==> config.mk <==
export PLATFORM = sky130hd
export DESIGN_NAME = hazard_scoreboard
export DESIGN_NICKNAME = d
export VERILOG_FILES = /design/src/rtl/hazard_scoreboard.sv
export SDC_FILE = /design/constraint.sdc
export NUM_CORES = 1
export LEC_CHECK = 0
export BUFFER_PORTS_ARGS = -buffer_cell sky130_fd_sc_hd__buf_4
export CAP_MARGIN = 20
export CORE_MARGIN = 2
export CORE_UTILIZATION = 25
export DETAILED_ROUTE_END_ITERATION = 8
export GPL_TIMING_DRIVEN = 1
export MAX_ROUTING_LAYER = met4
export SETUP_SLACK_MARGIN = 0.3
export SYNTH_ARGS = -nofsm -noshare
export SYNTH_HDL_FRONTEND = slang
export SYNTH_SLANG_ARGS = --single-unit
==> constraint.sdc <==
create_clock -name clk -period 13.8 [get_ports clk]
set_clock_uncertainty 0.2 [all_clocks]
set_input_delay 2.76 -clock clk [delete_from_list [all_inputs] [get_ports clk]]
set_output_delay 2.76 -clock clk [all_outputs]
set_load 0.01 [all_outputs]
==> src/rtl/hazard_scoreboard.sv <==
// Issue-stage hazard scoreboard: per-register result countdowns plus a writeback
// slot vector, producing stall/issue/forwarding decisions for the ID instruction.
module hazard_scoreboard #(
  parameter int REG_COUNT = 32,
  parameter int ADDR_W    = 5,
  parameter int MAX_LAT   = 7,
  parameter int LAT_W     = 3
) (
  input  logic              clk,
  input  logic              rst,
  input  logic              issue_valid,
  input  logic [ADDR_W-1:0] issue_rs,
  input  logic [ADDR_W-1:0] issue_rt,
  input  logic              issue_use_rs,
  input  logic              issue_use_rt,
  input  logic              issue_wr,
  input  logic [ADDR_W-1:0] issue_rd,
  input  logic [LAT_W-1:0]  issue_lat,
  input  logic              flush,
  output logic              stall,
  output logic              issue_ack,
  output logic              fwd_rs,
  output logic              fwd_rt,
  output logic              busy
);

  logic [LAT_W-1:0] cnt_q [1:REG_COUNT-1];
  logic [LAT_W-1:0] cnt_d [1:REG_COUNT-1];
  logic [MAX_LAT:1] slot_q, slot_d;

  logic [LAT_W-1:0] lat_eff;
  logic [LAT_W-1:0] cnt_rs, cnt_rt, cnt_rd;
  logic             any_pending, slot_hit;
  logic             raw_rs, raw_rt, waw, wbc, wr_set;

  always_comb begin
    if (issue_lat == '0)
      lat_eff = LAT_W'(1);
    else if (issue_lat > LAT_W'(MAX_LAT))
      lat_eff = LAT_W'(MAX_LAT);
    else
      lat_eff = issue_lat;
  end

  // Register 0 has no counter, so its lookups fall through to zero.
  always_comb begin
    cnt_rs      = '0;
    cnt_rt      = '0;
    cnt_rd      = '0;
    any_pending = 1'b0;
    for (int r = 1; r < REG_COUNT; r++) begin
      if (issue_rs == ADDR_W'(r)) cnt_rs = cnt_q[r];
      if (issue_rt == ADDR_W'(r)) cnt_rt = cnt_q[r];
      if (issue_rd == ADDR_W'(r)) cnt_rd = cnt_q[r];
      if (cnt_q[r] != '0) any_pending = 1'b1;
    end
  end

  always_comb begin
    slot_hit = 1'b0;
    for (int k = 1; k < MAX_LAT; k++) begin
      if (int'(lat_eff) == k && slot_q[k+1]) slot_hit = 1'b1;
    end
  end

  assign raw_rs = issue_use_rs & (issue_rs != '0) & (cnt_rs > LAT_W'(1));
  assign raw_rt = issue_use_rt & (issue_rt != '0) & (cnt_rt > LAT_W'(1));
  assign waw    = issue_wr & (issue_rd != '0) & (cnt_rd >= lat_eff);
  assign wbc    = issue_wr & (issue_rd != '0) & slot_hit;

  assign stall     = ~rst & issue_valid & ~flush & (raw_rs | raw_rt | waw | wbc);
  assign issue_ack = ~rst & issue_valid & ~flush & ~stall;
  assign fwd_rs    = ~rst & issue_use_rs & (issue_rs != '0) & (cnt_rs == LAT_W'(1));
  assign fwd_rt    = ~rst & issue_use_rt & (issue_rt != '0) & (cnt_rt == LAT_W'(1));
  assign busy      = ~rst & any_pending;
  assign wr_set    = issue_ack & issue_wr & (issue_rd != '0);

  // A new write replaces the countdown of its destination rather than decrementing it.
  always_comb begin
    for (int r = 1; r < REG_COUNT; r++) begin
      cnt_d[r] = (cnt_q[r] != '0) ? cnt_q[r] - LAT_W'(1) : '0;
      if (wr_set && issue_rd == ADDR_W'(r)) cnt_d[r] = lat_eff;
    end
    slot_d = '0;
    for (int k = 1; k < MAX_LAT; k++) slot_d[k] = slot_q[k+1];
    for (int k = 1; k <= MAX_LAT; k++) begin
      if (wr_set && int'(lat_eff) == k) slot_d[k] = 1'b1;
    end
  end

  always_ff @(posedge clk) begin
    if (rst) begin
      for (int r = 1; r < REG_COUNT; r++) cnt_q[r] <= '0;
      slot_q <= '0;
    end else begin
      cnt_q  <= cnt_d;
      slot_q <= slot_d;
    end
  end

endmodule

==> impl_results.rst <==
.. list-table::
   :header-rows: 1

   * - Metric
     - Value
   * - Multi-input combinational cell area
     - 6920 sq um
   * - Net count after synthesis
     - 1332
   * - Power density of the placed cells
     - 65.7 nW/um^2
   * - Setup TNS
     - 0 ps
   * - Minimum clock period after layout
     - 11130 ps
   * - Critical Path Start Type
     - input pin
   * - Clock buffer count from CTS
     - 9
   * - Number of global-route vias before repair
     - 8829
   * - Peak VDD IR
     - 0.0000519 V
   * - Global-route usage over all layers
     - 19.5%
   * - Buffer type at the clock tree root
     - sky130_fd_sc_hd__clkbuf_16
   * - Leakage power of the design
     - 3.74 nW
   * - # setup viols final
     - 0
   * - Footprint of the flip-flops and latches
     - 1980 sq um
   * - Register-to-Register Path Depth
     - 19
   * - Post-route total power
     - 684 uW
   * - Type of the tightest min-delay check
     - flip-flop to flip-flop
   * - Routability congestion estimate
     - 0.997
   * - Slew HR
     - 26.1%
   * - Number of diodes
     - 0
   * - I/O pin count
     - 30
   * - Source-to-sink clock delay at the later pin of the worst-skew pair
     - 370 ps
   * - Synthesis-to-finish area growth
     - 8.80%
   * - PortBufs
     - 29
   * - Crit Path Max Fanout
     - 55
   * - Number of enable-type register cells in the synthesized netlist
     - 0
   * - Die height
     - 200 um
   * - Sinks on Clock Net
     - 99
   * - RSZ-0062 raised after global routing
     - false
   * - Number of standard cells after synthesis
     - 1242
   * - Run status
     - finished, final reports clean
   * - Wire length of the first global-routing pass
     - 56.5 mm
   * - Number of filler instances in the final layout
     - 4134
   * - Period utilisation layout
     - 80.7%
   * - Terminating pin of the worst hold path
     - slot_q[4]
   * - Post-CTS Hold Buffers
     - 0
   * - Count of endpoints failing hold in the final timing report
     - 0
   * - Required time of the worst setup path
     - 10840 ps
   * - Number of post-CTS setup repair buffers
     - 0
   * - Post-cts sizing count
     - 0
   * - MaxCap Viol Count
     - 0
   * - Net count, final
     - 1290
   * - Worst-margin pin slew
     - 1100 ps
   * - Vias
     - 9656
   * - Remaining global-route overflow
     - 0
   * - Die outline area
     - 39900 sq um
   * - Largest net degree at the start of global routing
     - 62
   * - Flop-to-flop setup slack
     - 8090 ps
   * - Startpoint of the tightest hold check path
     - slot_q[5]
   * - Wirelength per Cell
     - 22.2 um
   * - Share of layout cells above drive strength 1
     - 13.2%
   * - CTS H-tree depth
     - 3
   * - Number of nets still failing antenna checks after routing
     - 0
   * - Worst flop-to-flop path startpoint
     - cnt_q[90]
   * - CORE AREA
     - 37700 sq um
   * - Horizontal die dimension
     - 200 um
   * - Number of warnings printed during yosys synthesis
     - 0
   * - Cell area after synthesis
     - 9570 sq um
   * - Achievable clock frequency
     - 0.0898 GHz
   * - Post-synthesis area per instance
     - 7.70 sq um
   * - Kind of capture point of the worst setup path
     - output pin
   * - Clock transition at the registers of the reported paths
     - 80 ps
   * - Clock tree from TritonCTS
     - done
   * - Wire length reported by the detailed router
     - 38.1 mm
   * - Data arrival, critical path
     - 8170 ps
   * - FF-to-FF End
     - cnt_q[22]
   * - Fraction of the yosys area taken by sequential cells
     - 20.7%
   * - Post-detailed-route DRC marker count
     - 0
   * - Flip-flop and latch count after synthesis
     - 99
   * - Initial antenna violation count
     - 0
   * - Path type of the worst setup path
     - input pin to output pin
   * - Maximum count of clock buffers along a single path
     - 2
   * - Initial DRT Pass Iterations
     - 8
   * - Final count of pins violating max slew
     - 0
   * - Number of vias per cell after detailed routing
     - 5.63
   * - Final core area utilization
     - 27.6%
   * - Number of cells on the worst hold path
     - 2
   * - Synth Flop Type
     - sky130_fd_sc_hd__dfxtp_1
   * - FP Rows
     - 71
   * - Starting utilization of the core area
     - 25.4%
   * - Async set-or-reset flop fraction in the synthesized netlist
     - 0%
   * - Number of unique standard cell types used by synthesis
     - 80
   * - Drt first-iter violations
     - 1248
   * - Detailed-placement wirelength estimate
     - 27.9 mm
## cells by family (layout without fill, tap and decap cells)
group | after synthesis | after routing | share of synthesized area, %
AO/OA/AOI/OAI | 306 | 306 | 21.2
AND/OR/NAND/NOR | 472 | 472 | 27.7
buffers and inverters | 172 | 135 | 7.28
adder cells (fa/ha/maj) | 65 | 65 | 8.50
flip-flops | 99 | 99 | 20.7
multiplexers | 128 | 128 | 14.6
## synth_stat cells (19+ instances only)
library cell	number	area (sq um)
sky130_fd_sc_hd__a21oi_1	91	455
sky130_fd_sc_hd__buf_2	26	130
sky130_fd_sc_hd__clkbuf_1	50	188
sky130_fd_sc_hd__dfxtp_1	99	1980
sky130_fd_sc_hd__ha_1	65	813
sky130_fd_sc_hd__inv_1	81	304
sky130_fd_sc_hd__mux2_1	52	586
sky130_fd_sc_hd__mux2_2	23	259
sky130_fd_sc_hd__mux2i_1	51	510
sky130_fd_sc_hd__nand2_1	133	499
sky130_fd_sc_hd__nand2b_1	43	269
sky130_fd_sc_hd__nand3_1	22	110
sky130_fd_sc_hd__nor2_1	63	236
sky130_fd_sc_hd__nor3_1	52	260
sky130_fd_sc_hd__nor3_2	19	190
sky130_fd_sc_hd__o21ai_0	56	280
sky130_fd_sc_hd__or2_2	35	219
## sequential cells by signal, summed over array words and instances, names as in the netlist
signal,count
slot_q,6
cnt_q,93
## layer usage
layer / vias to the layer above / track usage [%] / part of all wire, % / routed length, um
met2: 512 / 29.0 / 43 / 16400
met4: 0 / 7.19 / 3.9 / 1490
met5: - / - / 0 / 0
met1: 4664 / 26.5 / 45 / 17200
met3: 92 / 3.19 / 8.0 / 3040
li1: 4388 / - / - / -
## report_power, final
group / switching (mW) / internal, mW / total, mW
combinational: 0.0983 / 0.0407 / 0.139
clock: 0.128 / 0.130 / 0.258
sequential: 0.000996 / 0.286 / 0.287
## stage by stage
stage                     setup WS, ps  hold WS [ps]  cells  cell area [sq um]
after floorplan                   4060           225   1242               9570
after global placement            2950           240   1700              10100
after detailed placement          2840           241   1700              10100
after CTS                         2810           252   1716              10400
after global routing              2230           288   1716              10400
final                             2670           246   1716              10400
## layout make-up
| class | instances | area share [%] |
|---|---|---|
| clock inverter | 5 | 0.421 |
| tap | 511 | 6.14 |
| sequential | 99 | 19.0 |
| timing repair buffer | 36 | 2.60 |
| clock buffer | 11 | 2.33 |
| multi-input combinational | 971 | 66.5 |
| inverter | 83 | 2.99 |
## critical path, cell delays in order
cell and delay, ps:
sky130_fd_sc_hd__buf_4 450, sky130_fd_sc_hd__clkinv_1 620, sky130_fd_sc_hd__a22o_1 400, sky130_fd_sc_hd__a222oi_1 370, sky130_fd_sc_hd__o221ai_1 170, sky130_fd_sc_hd__a221o_1 350, sky130_fd_sc_hd__a222oi_1 310, sky130_fd_sc_hd__o221ai_1 170
sky130_fd_sc_hd__o21ai_0 100, sky130_fd_sc_hd__ha_1 250, sky130_fd_sc_hd__nand2b_1 140, sky130_fd_sc_hd__a21oi_1 180, sky130_fd_sc_hd__o22ai_1 100, sky130_fd_sc_hd__a2111oi_0 520, sky130_fd_sc_hd__a2bb2oi_1 290, sky130_fd_sc_hd__o311ai_4 140
sky130_fd_sc_hd__buf_4 360, sky130_fd_sc_hd__and2_1 270, sky130_fd_sc_hd__buf_4 140
## worst max path at each step
stage               cells past startpoint    end   startpoint
floorplan                              19  stall  issue_rd[3]
global placement                       19  stall  issue_rd[0]
detailed placement                     19  stall  issue_rd[0]
CTS                                    19  stall  issue_rd[0]
global route                           19  stall  issue_rd[0]
finish                                 19  stall  issue_rd[0]
## placed cells by master (no fill, tap or decap), types with 17 or more instances in the layout
master / instances
sky130_fd_sc_hd__a21oi_1: 91
sky130_fd_sc_hd__buf_4: 36
sky130_fd_sc_hd__dfxtp_1: 99
sky130_fd_sc_hd__ha_1: 65
sky130_fd_sc_hd__inv_1: 81
sky130_fd_sc_hd__mux2_1: 52
sky130_fd_sc_hd__mux2_2: 23
sky130_fd_sc_hd__mux2i_1: 51
sky130_fd_sc_hd__nand2_1: 133
sky130_fd_sc_hd__nand2b_1: 42
sky130_fd_sc_hd__nand3_1: 22
sky130_fd_sc_hd__nor2_1: 62
sky130_fd_sc_hd__nor2b_1: 17
sky130_fd_sc_hd__nor3_1: 52
sky130_fd_sc_hd__nor3_2: 19
sky130_fd_sc_hd__o21ai_0: 56
sky130_fd_sc_hd__o22ai_1: 18
sky130_fd_sc_hd__or2_2: 35
Power figures use the tool's default switching activity.
